<file path="src/rtl/feature_bank_loader.sv">
// feature_bank_loader: instruction-driven feature fetch engine that streams
// external bus words into one of NUM_BANKS scratchpad banks and tracks
// per-bank ownership with the compute side (full/release handshake).
// Optional feature macro: FEATURE_LOADER_PERF_EN (busy/stall cycle counters).
module feature_bank_loader #(
  parameter int DATA_BUS_WIDTH  = 128,
  parameter int EXT_ADDR_WIDTH  = 16,
  parameter int BANK_ADDR_WIDTH = 8,
  parameter int NUM_BANKS       = 2,
  parameter int BANK_SEL_WIDTH  = 3,
  parameter int LEN_WIDTH       = 8,
  parameter int RD_LATENCY      = 1
) (
  input  logic                       clk,
  input  logic                       rst,
  input  logic                       cmd_valid,
  output logic                       cmd_ready,
  input  logic [EXT_ADDR_WIDTH-1:0]  cmd_src_addr,
  input  logic [BANK_ADDR_WIDTH-1:0] cmd_dst_addr,
  input  logic [BANK_SEL_WIDTH-1:0]  cmd_bank,
  input  logic [LEN_WIDTH-1:0]       cmd_len,
  output logic                       ext_rd_en,
  output logic [EXT_ADDR_WIDTH-1:0]  ext_rd_addr,
  input  logic [DATA_BUS_WIDTH-1:0]  ext_rd_data,
  output logic [NUM_BANKS-1:0]       bank_wr_en,
  output logic [BANK_ADDR_WIDTH-1:0] bank_wr_addr,
  output logic [DATA_BUS_WIDTH-1:0]  bank_wr_data,
  output logic [NUM_BANKS-1:0]       bank_full,
  input  logic [NUM_BANKS-1:0]       bank_release,
  output logic                       busy,
  output logic                       fetch_done,
  output logic                       cmd_err,
  output logic [31:0]                perf_busy_cycles,
  output logic [31:0]                perf_stall_cycles
);

  typedef enum logic [2:0] {
    S_IDLE, S_CHECK, S_WAIT_BANK, S_ISSUE, S_DRAIN, S_DONE
  } state_t;

  // Marks the oldest pipeline stage, whose entry is being written this cycle
  localparam logic [RD_LATENCY-1:0] LAST_STAGE = RD_LATENCY'(1) << (RD_LATENCY - 1);

  state_t                     r_state, w_nextState;
  logic [EXT_ADDR_WIDTH-1:0]  r_src;
  logic [BANK_ADDR_WIDTH-1:0] r_dst;
  logic [BANK_SEL_WIDTH-1:0]  r_bank;
  logic [LEN_WIDTH-1:0]       r_len;
  logic [LEN_WIDTH-1:0]       r_count;
  logic [NUM_BANKS-1:0]       r_full;
  logic                       r_err;
  logic [RD_LATENCY-1:0]      r_pipeValid;
  logic [BANK_ADDR_WIDTH-1:0] r_pipeAddr [RD_LATENCY];

  logic [NUM_BANKS-1:0]       w_bankOneHot;
  logic [NUM_BANKS-1:0]       w_setFull;
  logic                       w_accept;
  logic                       w_bankBad;
  logic                       w_targetFull;
  logic                       w_issue;
  logic                       w_lastIssue;
  logic                       w_pipeBusy;
  logic                       w_pipeOut;
  logic                       w_setErr;

  assign w_accept     = cmd_valid && (r_state == S_IDLE);
  assign w_bankBad    = 32'(r_bank) >= NUM_BANKS;
  assign w_targetFull = |(r_full & w_bankOneHot);
  assign w_issue      = (r_state == S_ISSUE);
  assign w_lastIssue  = (r_count == r_len - LEN_WIDTH'(1));
  assign w_pipeBusy   = |(r_pipeValid & ~LAST_STAGE);
  assign w_pipeOut    = r_pipeValid[RD_LATENCY-1];

  // Decode the latched bank index; out-of-range indices select no bank
  always_comb begin
    w_bankOneHot = '0;
    for (int i = 0; i < NUM_BANKS; i++) begin
      w_bankOneHot[i] = (32'(r_bank) == i);
    end
  end

  // State register
  always_ff @(posedge clk or negedge rst) begin
    if (!rst) r_state <= S_IDLE;
    else      r_state <= w_nextState;
  end

  // Next-state logic plus the one-cycle error and bank-set strobes
  always_comb begin
    w_nextState = r_state;
    w_setErr    = 1'b0;
    w_setFull   = '0;
    case (r_state)
      S_IDLE: begin
        if (cmd_valid) w_nextState = S_CHECK;
      end
      S_CHECK: begin
        if (w_bankBad) begin
          w_setErr    = 1'b1;
          w_nextState = S_DONE;
        end else if (r_len == '0) begin
          w_nextState = S_DONE;
        end else if (w_targetFull) begin
          w_nextState = S_WAIT_BANK;
        end else begin
          w_nextState = S_ISSUE;
        end
      end
      S_WAIT_BANK: begin
        if (!w_targetFull) w_nextState = S_ISSUE;
      end
      S_ISSUE: begin
        if (w_lastIssue) w_nextState = S_DRAIN;
      end
      S_DRAIN: begin
        if (!w_pipeBusy) w_nextState = S_DONE;
      end
      S_DONE: begin
        if (r_len != '0) w_setFull = w_bankOneHot;
        w_nextState = S_IDLE;
      end
      default: w_nextState = S_IDLE;
    endcase
  end

  // Latch command fields on acceptance
  always_ff @(posedge clk or negedge rst) begin
    if (!rst) begin
      r_src  <= '0;
      r_dst  <= '0;
      r_bank <= '0;
      r_len  <= '0;
    end else if (w_accept) begin
      r_src  <= cmd_src_addr;
      r_dst  <= cmd_dst_addr;
      r_bank <= cmd_bank;
      r_len  <= cmd_len;
    end
  end

  // Word offset k: advances once per strobe, held at zero outside ISSUE
  always_ff @(posedge clk or negedge rst) begin
    if (!rst)         r_count <= '0;
    else if (w_issue) r_count <= r_count + LEN_WIDTH'(1);
    else              r_count <= '0;
  end

  // Read-latency pipeline carrying (valid, dst + k) alongside the bus read
  always_ff @(posedge clk or negedge rst) begin
    if (!rst) begin
      r_pipeValid <= '0;
      for (int i = 0; i < RD_LATENCY; i++) r_pipeAddr[i] <= '0;
    end else begin
      r_pipeValid[0] <= w_issue;
      r_pipeAddr[0]  <= r_dst + BANK_ADDR_WIDTH'(r_count);
      for (int i = 1; i < RD_LATENCY; i++) begin
        r_pipeValid[i] <= r_pipeValid[i-1];
        r_pipeAddr[i]  <= r_pipeAddr[i-1];
      end
    end
  end

  // Bank ownership: release clears, completion sets, set wins on collision
  always_ff @(posedge clk or negedge rst) begin
    if (!rst) r_full <= '0;
    else      r_full <= (r_full & ~bank_release) | w_setFull;
  end

  // Sticky error flag for out-of-range bank indices
  always_ff @(posedge clk or negedge rst) begin
    if (!rst)          r_err <= 1'b0;
    else if (w_setErr) r_err <= 1'b1;
  end

  assign cmd_ready    = (r_state == S_IDLE);
  assign busy         = (r_state != S_IDLE);
  assign fetch_done   = (r_state == S_DONE);
  assign cmd_err      = r_err;
  assign bank_full    = r_full;
  assign ext_rd_en    = w_issue;
  assign ext_rd_addr  = w_issue ? r_src + EXT_ADDR_WIDTH'(r_count) : '0;
  assign bank_wr_en   = w_pipeOut ? w_bankOneHot : '0;
  assign bank_wr_addr = w_pipeOut ? r_pipeAddr[RD_LATENCY-1] : '0;
  assign bank_wr_data = w_pipeOut ? ext_rd_data : '0;

`ifdef FEATURE_LOADER_PERF_EN
  logic [31:0] r_perfBusy;
  logic [31:0] r_perfStall;

  // Saturating busy and bank-stall cycle counters, cleared only by reset
  always_ff @(posedge clk or negedge rst) begin
    if (!rst) begin
      r_perfBusy  <= '0;
      r_perfStall <= '0;
    end else begin
      if ((r_state != S_IDLE) && (r_perfBusy != '1))
        r_perfBusy <= r_perfBusy + 32'd1;
      if ((r_state == S_WAIT_BANK) && (r_perfStall != '1))
        r_perfStall <= r_perfStall + 32'd1;
    end
  end

  assign perf_busy_cycles  = r_perfBusy;
  assign perf_stall_cycles = r_perfStall;
`else
  assign perf_busy_cycles  = 32'd0;
  assign perf_stall_cycles = 32'd0;
`endif

endmodule
</file>
<file path="config.mk">
export PLATFORM = sky130hd
export DESIGN_NAME = feature_bank_loader
export DESIGN_NICKNAME = d
export VERILOG_FILES = /design/src/rtl/feature_bank_loader.sv
export SDC_FILE = /design/constraint.sdc
export NUM_CORES = 1
export LEC_CHECK = 0
export ABC_CLOCK_PERIOD_IN_PS = 3200
export CAP_MARGIN = 20
export CORE_AREA = 2 2 153 155
export DETAILED_ROUTE_END_ITERATION = 10
export DIE_AREA = 0 0 155 157
export PLACE_DENSITY = 0.62
export SETUP_SLACK_MARGIN = 0.5
export SLEW_MARGIN = 5
export SYNTH_ARGS = -nofsm -noshare
export SYNTH_HDL_FRONTEND = slang
export SYNTH_SLANG_ARGS = --single-unit
</file>
<file path="constraint.sdc">
create_clock -name clk -period 3.2 [get_ports clk]
set_input_delay 0.48 -clock clk [delete_from_list [all_inputs] [get_ports clk]]
set_output_delay 0.48 -clock clk [all_outputs]
set_load 0.01 [all_outputs]
</file>
==> impl_metrics.py <==
metrics = {
    "timing": {
        "max_freq_mhz": 334.6,
        "slew_headroom_pct": 35.72,
        "period_share_pct": 93.41,
        "period_needed_ns": 2.989,
        "fin_worst_skew_ns": 0.006865,
        "setup_tns_ns": 0,
        "rsz0062_at_grt": "yes",
        "tightest_slew_ns": 0.9642,
        "setup_violations": 0,
        "slew_violations": 0,
        "hold_viol": 0,
    },
    "synthesis": {
        "syn_inst": 523,
        "yosysSeqAreaShare_pct": 31.46,
        "yosysWarnings": 0,
        "syn_area_sq_mm": 0.004613,
        "synth_ff_type": "dfrtp_1",
        "synth-seq-cells": 58,
        "synth_edf_count": 0,
        "async_reset_ff_share_pct": 100.0,
        "avgSynthCellArea_sq_um": 8.821,
        "synth.distinct_cells": 45,
    },
    "worst_setup_path": {
        "startpoint_type": "flip-flop",
        "regToRegStartpoint": "r_state[2]$_DFFE_PN0P_",
        "worstSetupPathType": "flip-flop to output port",
        "critPathArrivalTime_ns": 2.51,
        "reg2reg_depth": 5,
        "endpoint_kind": "output port",
        "cp_slowest_stage_delay_ns": 0.38,
        "r2r_slack_ns": 1.02,
        "worstPathCellList": "ha_2 -> fa_2 -> a21oi_2 -> o211ai_1 -> o41a_1 -> buf_4 -> nand3_2 -> xor2_1 -> nor2_1 -> buf_2",
        "crit_path_max_fanout": 3,
        "r2r_end": "r_src[1]$_DFFE_PN0P_",
        "critical_path_required_ns": 2.72,
        "cp_slowest_cell": "dfrtp_1",
    },
    "drt": {
        "top_layer": "met5",
        "wl_met1_um": 9017,
        "via_per_inst": 4.053,
        "routedWlPerCell_um": 18.75,
        "wl_met3_um": 1647,
        "drt-total-wl_um": 21560,
        "first_pass_iters": 4,
        "drtIter0Drc": 169,
        "drc_errors": 0,
        "vias": 4661,
        "wl_met2_um": 10580,
        "postRouteAntennaNets": 0,
    },
    "clocking": {
        "cts_max_path_buffers": 2,
        "clk_pin_slew_ns": 0.05,
        "cts-root-buf": "clkbuf_16",
        "cts.sinks": 58,
        "clk_latency_ns": 0.33,
        "cts_buffers": 9,
        "hold_buffers": 0,
        "htreeDepth": 3,
        "cts_tree": "yes",
    },
    "worst_hold_path": {
        "min_path_type": "primary input to async pin",
    },
    "global_route": {
        "antenna_found_initial": 7,
        "grt.total_usage_pct": 16.90,
        "grt_pass1_wl_um": 30210,
        "grt_max_degree": 78,
        "grt_pass1_vias": 4638,
        "overflow": 0,
    },
    "cells_and_area": {
        "area_growth_pct": 84.13,
        "layout_commonest_cell": "clkdlybuf4s50_1",
        "multiInputGateArea_sq_mm": 0.002826,
        "nFillCells": 2267,
        "layout_common_cells": "clkdlybuf4s50_1, and2_1, conb_1",
        "drive_gt1_share_pct": 7.995,
        "layout.nets": 1046,
        "final_area_sq_mm": 0.008494,
        "seq_area_sq_mm": 0.001456,
    },
    "status": {
        "status": "finished clean",
    },
    "placement": {
        "port_buffers": 328,
        "dp_hpwl_um": 18450,
        "gp_congestion": 0.8066,
        "postPlaceCellArea_sq_mm": 0.008008,
    },
    "floorplanning": {
        "die_h_um": 157,
        "die_area_sq_mm": 0.02434,
        "boundaryPins": 393,
        "initial_core_util_pct": 20.50,
        "rows": 55,
        "coreArea_sq_mm": 0.02250,
        "die_w_um": 155,
    },
    "pwr": {
        "power_density_mw_per_mm2": 642.8,
        "peakVddDrop_v": 0.0004176,
        "leakage_nw": 3.596,
    },
    "run": {
        "timing.max_cap.violations": 0,
    },
}
[cell usage after synthesis (all sizes together) (5+ instances only)]
cell type	count	area (sq um)
a21oi	10	50.05
and2	141	882.1
and3	6	37.54
buf	67	495.5
clkbuf	21	78.83
dfrtp	58	1451
ha	18	225.2
inv	16	60.05
mux2	30	337.8
nand2	13	48.80
nand3	15	75.07
nor2	32	122.6
nor3	7	40.04
o21ai	17	85.08
or3	5	31.28
xnor2	23	201.4
xor2	12	105.1
[critical path, delay by kind of cell (launching register included)]
family,cells,cell delay [ns]
AOI/OAI and AO/OA,3,0.67
adders and majority gates,2,0.56
DFF,1,0.38
buffers and inverters,2,0.31
xor gates and xnor gates,1,0.14
and+or+nand+nor,2,0.12
[power by group]
part           total [mW]  switching (mW)  internal [mW]
registers            1.38           0.325           1.05
clock network        1.13           0.365          0.768
logic                2.95            1.35           1.60
[how the worst max path moves through the flow]
stage / startpoint / end / slack [ns] / cells after the start
6_report: r_count[0]$_DFF_PN0_ / ext_rd_addr[10] / 0.21 / 10
5_1_grt: r_count[0]$_DFF_PN0_ / ext_rd_addr[10] / 0.13 / 10
4_1_cts: r_count[0]$_DFF_PN0_ / ext_rd_addr[10] / 0.14 / 10
3_5_place_dp: r_src[1]$_DFFE_PN0P_ / ext_rd_addr[15] / 0.02 / 8
3_3_place_gp: r_src[0]$_DFFE_PN0P_ / ext_rd_addr[10] / 0.16 / 9
2_1_floorplan: r_count[0]$_DFF_PN0_ / ext_rd_addr[12] / 0.70 / 8
[layer usage]
layer,global-route usage [%],vias to the layer above
met2,29.50,187
met4,2.998,2
met1,20.89,2207
met5,0,-
met3,4.928,25
li1,-,2240
[flip-flops by register name, summed over array words and instances, names as in the netlist]
register     cells
bank_full        2
cmd_err          1
r_bank           3
r_count          8
r_dst            8
r_len            8
r_pipeAddr       8
r_pipeValid      1
r_src           16
r_state          3
[cell families after synthesis]
logic type	Yosys count	share of synthesized area, %
and+or+nand+nor	230	28.86
adders and majority gates	20	5.750
xor gates and xnor gates	35	6.645
other	1	0.08129
DFF	58	31.46
AOI/OAI and AO/OA	44	5.913
muxes	31	7.540
buffers and inverters	104	13.75
[metrics by stage]
step / hold slack (ns) / power, mW / util [%] / cells / setup slack, ns
finish: 0.2926 / 5.460 / 37.75 / 1150 / 0.2110
CTS: 0.3328 / 5.517 / 37.60 / 1144 / 0.1435
global route: 0.3834 / 5.835 / 37.74 / 1149 / 0.1289
detailed placement: 0.4622 / 4.293 / 35.59 / 1120 / 0.01726
global placement: 0.4687 / 4.253 / 35.59 / 1120 / 0.1602
floorplan: 0.1844 / 2.825 / - / 586 / 0.6970
[what timing repair did]
action	CTS	global route
setup endpoints to repair	18	14
buffers inserted	8	4
resized for setup	45	12
pin swaps	11	12
[cell type report]
cell class | instances | share of cell area, %
Inverter | 16 | 0.7070
Multi-Input combinational cell | 424 | 33.27
Tap cell | 285 | 4.198
Timing Repair Buffer | 349 | 40.49
Clock buffer | 9 | 2.651
Antenna cell | 2 | 0.05892
Clock inverter | 7 | 1.473
Sequential cell | 58 | 17.15
Power figures use the tool's default switching activity.
